## config.mk

```make
export PLATFORM = sky130hd
export DESIGN_NAME = udp_tx_feeder_flat
export DESIGN_NICKNAME = d
export VERILOG_FILES = /design/src/rtl/udp_tx_feeder_if.sv /design/src/rtl/udp_tx_feeder.sv /design/src/flat_wrapper.sv
export SDC_FILE = /design/constraint.sdc
export NUM_CORES = 1
export LEC_CHECK = 0
export ABC_AREA = 0
export ABC_CLOCK_PERIOD_IN_PS = 4000
export CAP_MARGIN = 0
export CORE_MARGIN = 3
export CORE_UTILIZATION = 50
export CTS_CLUSTER_DIAMETER = 100
export DETAILED_ROUTE_END_ITERATION = 12
export GPL_TIMING_DRIVEN = 0
export PLACE_DENSITY = 0.66
export SYNTH_ARGS = -nofsm -noshare
export SYNTH_HDL_FRONTEND = slang
export SYNTH_SLANG_ARGS = --single-unit
export TNS_END_PERCENT = 30
```

## constraint.sdc

```tcl
create_clock -name s_clk -period 4 [get_ports s_clk]
set_clock_uncertainty 0.1 [all_clocks]
set_input_delay 0.8 -clock s_clk [delete_from_list [all_inputs] [get_ports s_clk]]
set_output_delay 0.8 -clock s_clk [all_outputs]
set_load 0.03 [all_outputs]
```

## src/rtl/udp_tx_feeder_if.sv

```systemverilog
// udp_tx_feeder_if: user write port and transmit-engine handshake of the UDP/ARP feeder
interface udp_tx_feeder_if;
    logic       wr_en;
    logic [7:0] wr_data;
    logic       wr_ready;
    logic       arp_req;
    logic       go;
    logic       arp;
    logic       fifo_en;
    logic [3:0] fifo_data;
    logic       s_en;
    logic       frm_sent;
    logic       ovf;
    logic       tmo;
    modport master (
        output wr_en, wr_data, arp_req, fifo_en, s_en,
        input  wr_ready, go, arp, fifo_data, frm_sent, ovf, tmo
    );
    modport slave (
        input  wr_en, wr_data, arp_req, fifo_en, s_en,
        output wr_ready, go, arp, fifo_data, frm_sent, ovf, tmo
    );
endinterface

```

## src/rtl/udp_tx_feeder.sv

```systemverilog
// udp_tx_feeder: two-bank payload buffer and frame scheduler feeding the UDP/ARP transmit engine
module udp_tx_feeder #(
    parameter int PAYLOAD_BYTES = 18,
    parameter int IFG_CLKS      = 128,
    parameter int START_TMO     = 64
) (
    input  logic s_clk,
    input  logic rst_n,
    udp_tx_feeder_if.slave bus
);
    localparam int PW = $clog2(PAYLOAD_BYTES);
    localparam int NW = $clog2(2*PAYLOAD_BYTES+1);
    localparam int GW = $clog2(IFG_CLKS+1);
    localparam int TW = $clog2(START_TMO);
    typedef enum logic [2:0] {IDLE, SETUP, START, WAIT_ON, ACTIVE} state_t;
    state_t state;
    logic [7:0] mem [2][PAYLOAD_BYTES];
    logic [1:0] full;
    logic wr_bank, rd_bank, arp_pend;
    logic [PW-1:0] wr_ptr;
    logic [NW-1:0] rd_nib;
    logic [GW-1:0] gap;
    logic [TW-1:0] cnt;
    logic wr_acc, last_wr, rel, nib_ok;
    logic [7:0] rd_byte;
    assign bus.wr_ready = ~&full;
    assign wr_acc  = bus.wr_en & bus.wr_ready;
    assign last_wr = wr_acc && wr_ptr == PW'(PAYLOAD_BYTES-1);
    assign rel     = state == ACTIVE && !bus.s_en && !bus.arp;
    assign nib_ok  = !bus.arp && rd_nib < NW'(2*PAYLOAD_BYTES);
    assign rd_byte = mem[rd_bank][rd_nib[NW-1:1]];
    always_ff @(posedge s_clk)
        if (wr_acc) mem[wr_bank][wr_ptr] <= bus.wr_data;
    always_ff @(posedge s_clk or negedge rst_n) begin
        if (!rst_n) begin
            state <= IDLE;
            full <= '0;
            wr_bank <= 1'b0;
            rd_bank <= 1'b0;
            arp_pend <= 1'b0;
            wr_ptr <= '0;
            rd_nib <= '0;
            gap <= '0;
            cnt <= '0;
            bus.go <= 1'b0;
            bus.arp <= 1'b0;
            bus.fifo_data <= 4'h0;
            bus.frm_sent <= 1'b0;
            bus.ovf <= 1'b0;
            bus.tmo <= 1'b0;
        end else begin
            bus.go <= 1'b0;
            bus.frm_sent <= 1'b0;
            bus.tmo <= 1'b0;
            bus.ovf <= bus.wr_en & ~bus.wr_ready;
            // release and fill never hit the same bank: the write side always owns the other one
            full <= (full | {last_wr & wr_bank, last_wr & ~wr_bank}) & ~{rel & rd_bank, rel & ~rd_bank};
            if (wr_acc) begin
                wr_ptr <= last_wr ? '0 : wr_ptr + 1'b1;
                if (last_wr) wr_bank <= ~wr_bank;
            end
            arp_pend <= (state == START && bus.arp) ? 1'b0 : arp_pend | bus.arp_req;
            if (state == ACTIVE && bus.fifo_en) begin
                bus.fifo_data <= nib_ok ? (rd_nib[0] ? rd_byte[7:4] : rd_byte[3:0]) : 4'h0;
                if (nib_ok) rd_nib <= rd_nib + 1'b1;
            end
            case (state)
                IDLE:
                    if (gap != '0) gap <= gap - 1'b1;
                    else if (arp_pend || full[rd_bank]) begin
                        bus.arp <= arp_pend;
                        state <= SETUP;
                    end
                SETUP: begin
                    bus.go <= 1'b1;
                    state <= START;
                end
                START: begin
                    rd_nib <= '0;
                    cnt <= '0;
                    state <= WAIT_ON;
                end
                WAIT_ON:
                    if (bus.s_en) state <= ACTIVE;
                    else if (cnt == TW'(START_TMO-1)) begin
                        bus.tmo <= 1'b1;
                        bus.arp <= 1'b0;
                        state <= IDLE;
                    end else cnt <= cnt + 1'b1;
                ACTIVE:
                    if (!bus.s_en) begin
                        bus.frm_sent <= 1'b1;
                        bus.arp <= 1'b0;
                        gap <= GW'(IFG_CLKS-1);
                        if (!bus.arp) rd_bank <= ~rd_bank;
                        state <= IDLE;
                    end
                default: state <= IDLE;
            endcase
        end
    end
endmodule

```

## src/flat_wrapper.sv

```systemverilog
// flat-port wrapper written by rule: the top's interface ports become plain ports
module udp_tx_feeder_flat 
#(
    parameter int PAYLOAD_BYTES = 18,
    parameter int IFG_CLKS      = 128,
    parameter int START_TMO     = 64
)
  (s_clk, rst_n, bus_wr_en, bus_wr_data, bus_arp_req, bus_fifo_en, bus_s_en, bus_wr_ready, bus_go, bus_arp, bus_fifo_data, bus_frm_sent, bus_ovf, bus_tmo);
  udp_tx_feeder_if bus_i ();
  input  logic s_clk;
  input  logic rst_n;
  input wire logic [$bits(bus_i.wr_en)-1:0] bus_wr_en;
  input wire logic [$bits(bus_i.wr_data)-1:0] bus_wr_data;
  input wire logic [$bits(bus_i.arp_req)-1:0] bus_arp_req;
  input wire logic [$bits(bus_i.fifo_en)-1:0] bus_fifo_en;
  input wire logic [$bits(bus_i.s_en)-1:0] bus_s_en;
  output wire logic [$bits(bus_i.wr_ready)-1:0] bus_wr_ready;
  output wire logic [$bits(bus_i.go)-1:0] bus_go;
  output wire logic [$bits(bus_i.arp)-1:0] bus_arp;
  output wire logic [$bits(bus_i.fifo_data)-1:0] bus_fifo_data;
  output wire logic [$bits(bus_i.frm_sent)-1:0] bus_frm_sent;
  output wire logic [$bits(bus_i.ovf)-1:0] bus_ovf;
  output wire logic [$bits(bus_i.tmo)-1:0] bus_tmo;
  assign bus_i.wr_en = bus_wr_en;
  assign bus_i.wr_data = bus_wr_data;
  assign bus_i.arp_req = bus_arp_req;
  assign bus_i.fifo_en = bus_fifo_en;
  assign bus_i.s_en = bus_s_en;
  assign bus_wr_ready = bus_i.wr_ready;
  assign bus_go = bus_i.go;
  assign bus_arp = bus_i.arp;
  assign bus_fifo_data = bus_i.fifo_data;
  assign bus_frm_sent = bus_i.frm_sent;
  assign bus_ovf = bus_i.ovf;
  assign bus_tmo = bus_i.tmo;
  udp_tx_feeder #(.PAYLOAD_BYTES(PAYLOAD_BYTES), .IFG_CLKS(IFG_CLKS), .START_TMO(START_TMO)) u_core (.s_clk(s_clk), .rst_n(rst_n), .bus(bus_i));
endmodule
```

==> results.json, run 1 <==
{
  "post_cts_buffers": 0,
  "status": "finished clean",
  "grt_first_pass_wirelength_mm": 45.0,
  "cts.repair.resized": 0,
  "synth_edf_count": 288,
  "n_antenna_cell": 0,
  "clkTransAtPathRegs_ps": 60,
  "syn_avg_cell_area_sq_um": 18.0,
  "finalCriticalPeriod_ps": 3390,
  "drtIter0Drc": 571,
  "die_w_um": 170,
  "fin_total_pwr_mw": 9.07,
  "ys_warn_count": 0,
  "clock-root-buffer": "clkbuf_16",
  "combPwrFrac_pct": 19.3,
  "endpoint_kind": "flip-flop",
  "initial_core_util_pct": 51.3,
  "critical_path_class": "input port to flip-flop",
  "netlist_instances": 747,
  "routedWlPerCell_um": 25.4,
  "ys_ff_latch": 330,
  "syn-num-nets": 769,
  "synth_flop_cell": "edfxtp_1",
  "cp_slowest_cell": "nor2_1",
  "gp_congestion": 0.906,
  "synthToLayoutAreaGrowth_pct": 13.2,
  "critPathArrivalTime_ps": 3410,
  "crit_path_start_kind": "input port",
  "grt_max_degree": 38,
  "numClockSinks": 330,
  "worst_slew_pin_slew_ps": 1330,
  "ant_nets": 0,
  "clkPwrFrac_pct": 35.3,
  "final_util_pct": 58.0,
  "viasPerCell": 6.07,
  "syn_area_sq_um": 13400,
  "place_hpwl_mm": 19.6,
  "p_sw_mw": 2.37,
  "yosysTopAreaCell": "edfxtp_1",
  "dp.cells": 1106,
  "rsz0062_at_grt": "no",
  "layout.cells.non_filler": 1167,
  "p_int_mw": 6.70,
  "synthArstFlopShare_pct": 12.7,
  "yosysSeqAreaShare_pct": 72.2,
  "htree_levels": 2,
  "crit_chain": "clkdlybuf4s50_1 -> a21boi_0 -> clkbuf_1 -> nand3_1 -> nor2_1",
  "yosysMostFrequentCell": "edfxtp_1",
  "critPathMaxStageDelay_ps": 860,
  "grt_pass1_vias": 7419,
  "cts_inserted_buffers": 35,
  "io_pins": 24,
  "clk-insertion-delay-late_ps": 510,
  "synth_common_cells": "288 x edfxtp_1, 60 x nor2_1, 51 x mux2i_1",
  "seq_power_share_pct": 45.4,
  "grt-ovfl-total": 0,
  "worstPathRequired_ps": 4020,
  "synth_cell_type_count": 60,
  "nNetsFinal": 830,
  "fp-row-count": 59,
  "first_pass_iters": 5,
  "dieArea_sq_um": 28900,
  "fin_setup_tns_ps": 0,
  "leakagePower_nw": 5.08,
  "num_vias": 7078,
  "drive_gt1_share_pct": 17.9,
  "fp.dieH_um": 170,
  "max_freq_ghz": 0.295,
  "max-cap-violations": 0,
  "synthTopCellsByArea": "edfxtp_1 64%, mux4_2 7.9%, dfrtp_1 7.8%",
  "hold_viol_final": 0,
  "wirelength_mm": 29.7,
  "grt_antenna_before_repair": 1,
  "hp-class": "input port to async pin",
  "drcViolationCount": 0,
  "p_sw_share_pct": 26.1,
  "holdBufCountCts": 0,
  "setup_violations": 0,
  "cts_tree": "built",
  "critPathLaunch": "bus_wr_en",
  "max_slew_margin_pct": 11.3,
  "fin_crit_sh_pct": 84.8,
  "r2r-start": "u_core.full[0]",
  "synth_top_area_share_pct": 64.4,
  "ir_worst_vdd_mv": 0.298,
  "p_per_area_nw_per_um2": 596,
  "port_buffers": 23,
  "grt_use_total_pct": 21.0,
  "crit_fanout": 10,
  "core-area_sq_um": 26200,
  "slew_viol_final": 0,
  "cts_buffer_depth": 3
}
## cell type report
| type | instances | area, sq um |
|---|---|---|
| well taps | 335 | 419 |
| multi-input cells | 367 | 3380 |
| clock inverters | 19 | 195 |
| clock buffers | 42 | 945 |
| flip-flops and latches | 330 | 9700 |
| repair buffers | 24 | 210 |
| plain buffers | 38 | 300 |
| fillers | 1894 | 11000 |
| inverters | 12 | 57.6 |
## state kept, by name (all words and copies together) (netlist names), 2 cells and up
signal,count
u_core.mem,288
u_core.gap,8
u_core.cnt,6
u_core.rd_nib,6
u_core.wr_ptr,5
u_core.bus.fifo_data,4
u_core.state,3
u_core.full,2
## path summary, 6_finish.rpt
check,end,slack (ps),cells after the start
worst max register to register,u_core.mem[1][123],960,4
worst min register to register,u_core.gap[0],410,1
max in group asynchronous,u_core.wr_bank,3340,2
worst min-delay path,u_core.gap[5],20,1
worst max-delay path,u_core.mem[1][123],610,5
min in group s_clk,u_core.gap[0],410,1
## cell families (layout without fill, tap and decap cells)
group	after synthesis	count (layout)	synth area share (%)
flops	330	330	72.2
xor+xnor	16	16	1.04
buf+inv	50	135	2.66
fa+ha+maj	8	8	0.745
simple gates	140	140	5.20
mux	101	101	12.2
compound gates	102	102	6.01
## per-layer routing
| metal | global-route usage [%] | wire length, um | vias to the layer above |
|---|---|---|---|
| li1 | - | - | 3123 |
| met1 | 29.1 | 12500 | 3652 |
| met2 | 34.0 | 14200 | 236 |
| met3 | 4.37 | 2030 | 67 |
| met4 | 6.88 | 920 | 0 |
| met5 | 0 | 0 | - |
## worst max-delay path: cells and delay by family
kind	cells	cell delay [ps]
buffers and inverters	2	860
AO/OA/AOI/OAI	1	490
AND/OR/NAND/NOR	2	1260
## metrics by stage
stage          instance area [sq um]  hold WS, ps  setup WS (ps)
5_1_grt                        15200         15.8            471
2_1_floorplan                  13400          369           1510
3_5_place_dp                   14100          410            128
3_3_place_gp                   14100          388            239
6_report                       15200         19.0            609
4_1_cts                        15200         6.03            664
## power groups by stage
stage               logic (mW)  clock network (mW)  registers, mW
finish                    1.75                3.20           4.11
global route              1.89                3.38           4.14
CTS                       1.77                3.23           4.12
detailed placement        1.77                   0           4.19
global placement          1.71                   0           4.17
floorplan                 1.26                   0           4.16
## cells in the final DEF (no fill, tap or decap), types with 7 or more instances in the layout
cell and count:
a211oi_1 10, a21oi_1 18, a221oi_1 14, buf_2 14, buf_6 7, clkbuf_1 19, clkbuf_16 37, clkdlybuf4s50_1 15
clkinv_1 8, dfrtp_1 42, edfxtp_1 288, ha_1 8, inv_1 10, mux2i_1 51, mux4_2 47, nand2_1 17
nand3_1 8, nor2_1 60, o21ai_0 9, o221ai_1 16, or2_2 8, xnor2_1 7, xor2_1 9
Power figures use the tool's default switching activity.
==> run 2, diff against run 1 <==
ABC_CLOCK_PERIOD_IN_PS = 2960   (was 4000)
PLACE_DENSITY = 0.69   (was 0.66)
clock period = 2.96 ns   (was 4 ns; I/O delays follow)
==> run 2 against run 1 <==
Net effect:
- flip-flop and latch count unchanged
- utilization fell by 0.18 points
- worst setup slack got worse by 550 ps
- largest cell class unchanged
==> results.json, run 2 (synthesis results as in run 1) <==
{
  "critPathMaxStageDelay_ps": 740,
  "cts_buffer_depth": 3,
  "largest_reg_flops": 288,
  "drive_gt1_share_pct": 19.2,
  "crit_path_start_kind": "input port",
  "n_antenna_cell": 0,
  "routedWlPerCell_um": 25.3,
  "finalCriticalPeriod_ps": 2900,
  "crit_chain": "clkdlybuf4s50_1 -> a21boi_1 -> clkbuf_1 -> nand3b_1 -> nor2_1",
  "crit_fanout": 10,
  "drtIter0Drc": 750,
  "cts_inserted_buffers": 35,
  "die_w_um": 170,
  "seq_power_share_pct": 46.3,
  "layout.cells.non_filler": 1164,
  "fin_setup_tns_ps": 0,
  "fp-row-count": 59,
  "crit_family": "simple AND/OR/NAND/NOR gates",
  "grt_max_degree": 43,
  "viasPerCell": 6.14,
  "p_per_area_nw_per_um2": 793,
  "p_sw_share_pct": 26.7,
  "ir_worst_vdd_mv": 0.512,
  "hp-class": "input port to async pin",
  "gp_congestion": 0.883,
  "fp.dieH_um": 170,
  "grt_use_total_pct": 21.0,
  "cts_tree": "built",
  "worstPathRequired_ps": 2990,
  "hold_viol_final": 0,
  "nNetsFinal": 829,
  "place_hpwl_mm": 19.4,
  "wirelength_mm": 29.5,
  "grt_pass1_vias": 7395,
  "leakagePower_nw": 5.03,
  "max-cap-violations": 0,
  "initial_core_util_pct": 51.3,
  "holdBufCountCts": 0,
  "grt_first_pass_wirelength_mm": 45.2,
  "p_int_mw": 8.81,
  "design_area_sq_um": 15200,
  "max_freq_ghz": 0.345,
  "final_util_pct": 57.9,
  "first_pass_iters": 5,
  "top_regs": "u_core.mem x288, u_core.gap x8",
  "dpl_worst_slack_ps": -731,
  "critical_path_class": "input port to flip-flop",
  "clkPwrFrac_pct": 33.6,
  "setup_ws_ps": 59.0,
  "port_buffers": 23,
  "rsz0062_at_grt": "yes",
  "max_slew_margin_pct": 4.25,
  "clock-root-buffer": "clkbuf_16",
  "status": "finished clean",
  "ant_nets": 0,
  "post_dp_cell_area_sq_um": 14100,
  "drcViolationCount": 0,
  "layout_common_cells": "288 x edfxtp_1, 51 x mux2i_1, 47 x mux4_2, 42 x nor2_1, 42 x dfrtp_1",
  "fin_crit_sh_pct": 98.0,
  "critPathArrivalTime_ps": 2930,
  "dp.cells": 1105,
  "grt_antenna_before_repair": 0,
  "cp_slowest_cell": "nor2_1",
  "numClockSinks": 330,
  "htree_levels": 2,
  "worst-path-buf-inv": 2,
  "setup_violations": 0,
  "dieArea_sq_um": 28900,
  "grt-ovfl-total": 0,
  "slew_viol_final": 0,
  "combPwrFrac_pct": 20.1,
  "endpoint_kind": "flip-flop",
  "core-area_sq_um": 26200,
  "num_vias": 7145,
  "worst_slew_pin_slew_ps": 1430,
  "clk-insertion-delay-late_ps": 520,
  "p_sw_mw": 3.21,
  "final_common_cell": "edfxtp_1",
  "synthToLayoutAreaGrowth_pct": 12.9,
  "clkTransAtPathRegs_ps": 50,
  "top_register": "u_core.mem",
  "io_pins": 24
}
-- run 2: metrics by stage --
step                      power [mW]  hold slack [ps]
after CTS                       12.1              152
after floorplan                 7.33              196
final                           12.0              149
after detailed placement        8.05              408
after global placement          7.93              382
after global routing            12.5              210
-- run 2: power by group through the flow --
stage | clock, mW | sequential (mW) | combinational, mW
after floorplan | 0 | 5.63 | 1.71
after global placement | 0 | 5.63 | 2.31
after detailed placement | 0 | 5.66 | 2.39
after CTS | 4.11 | 5.57 | 2.42
after global routing | 4.30 | 5.59 | 2.59
final | 4.04 | 5.57 | 2.41
-- run 2: final timing paths --
path / to / start / slack [ps] / cells after the start
worst max-delay path: u_core.mem[0][25] / bus_wr_en / 60 / 5
worst min-delay path: u_core.gap[5] / rst_n / 150 / 1
worst max register to register: u_core.bus.fifo_data[2] / u_core.rd_nib[1] / 150 / 8
worst min register to register: u_core.gap[0] / u_core.gap[0] / 430 / 1
max in group asynchronous: u_core.bus.fifo_data[2] / rst_n / 1990 / 1
min in group s_clk: u_core.gap[0] / u_core.gap[0] / 430 / 1
-- run 2: metal layers --
metal / GRT usage (%) / share of wire [%] / vias to the layer above
met5: 0 / 0 / -
met4: 5.89 / 2.7 / 0
met3: 4.67 / 7.9 / 56
met2: 34.6 / 49 / 305
met1: 28.7 / 40 / 3668
li1: - / - / 3116
-- run 2: layout make-up --
type	count	area [sq um]
plain buffers	38	300
clock buffers	44	920
clock inverters	15	128
fillers	1874	11000
inverters	12	57.6
multi-input cells	367	3440
flip-flops and latches	330	9700
well taps	335	419
repair buffers	23	200
-- run 2: repair_timing --
action,CTS,global route
setup buffers,0,0
gates cloned,0,0
resized for setup,10,12
endpoints found under the setup margin,84,194
pin swaps,0,0
endpoints found under the hold margin,0,0
==> run 3, diff against run 2 <==
--- a/constraint.sdc
+++ b/constraint.sdc
@@ -3,3 +3,3 @@
 set_input_delay 0.592 -clock s_clk [delete_from_list [all_inputs] [get_ports s_clk]]
 set_output_delay 0.592 -clock s_clk [all_outputs]
-set_load 0.03 [all_outputs]
+set_load 0.01 [all_outputs]
==> results of run 3 <==
Same layout as run 2 (identical final DEF). Status: finished clean.
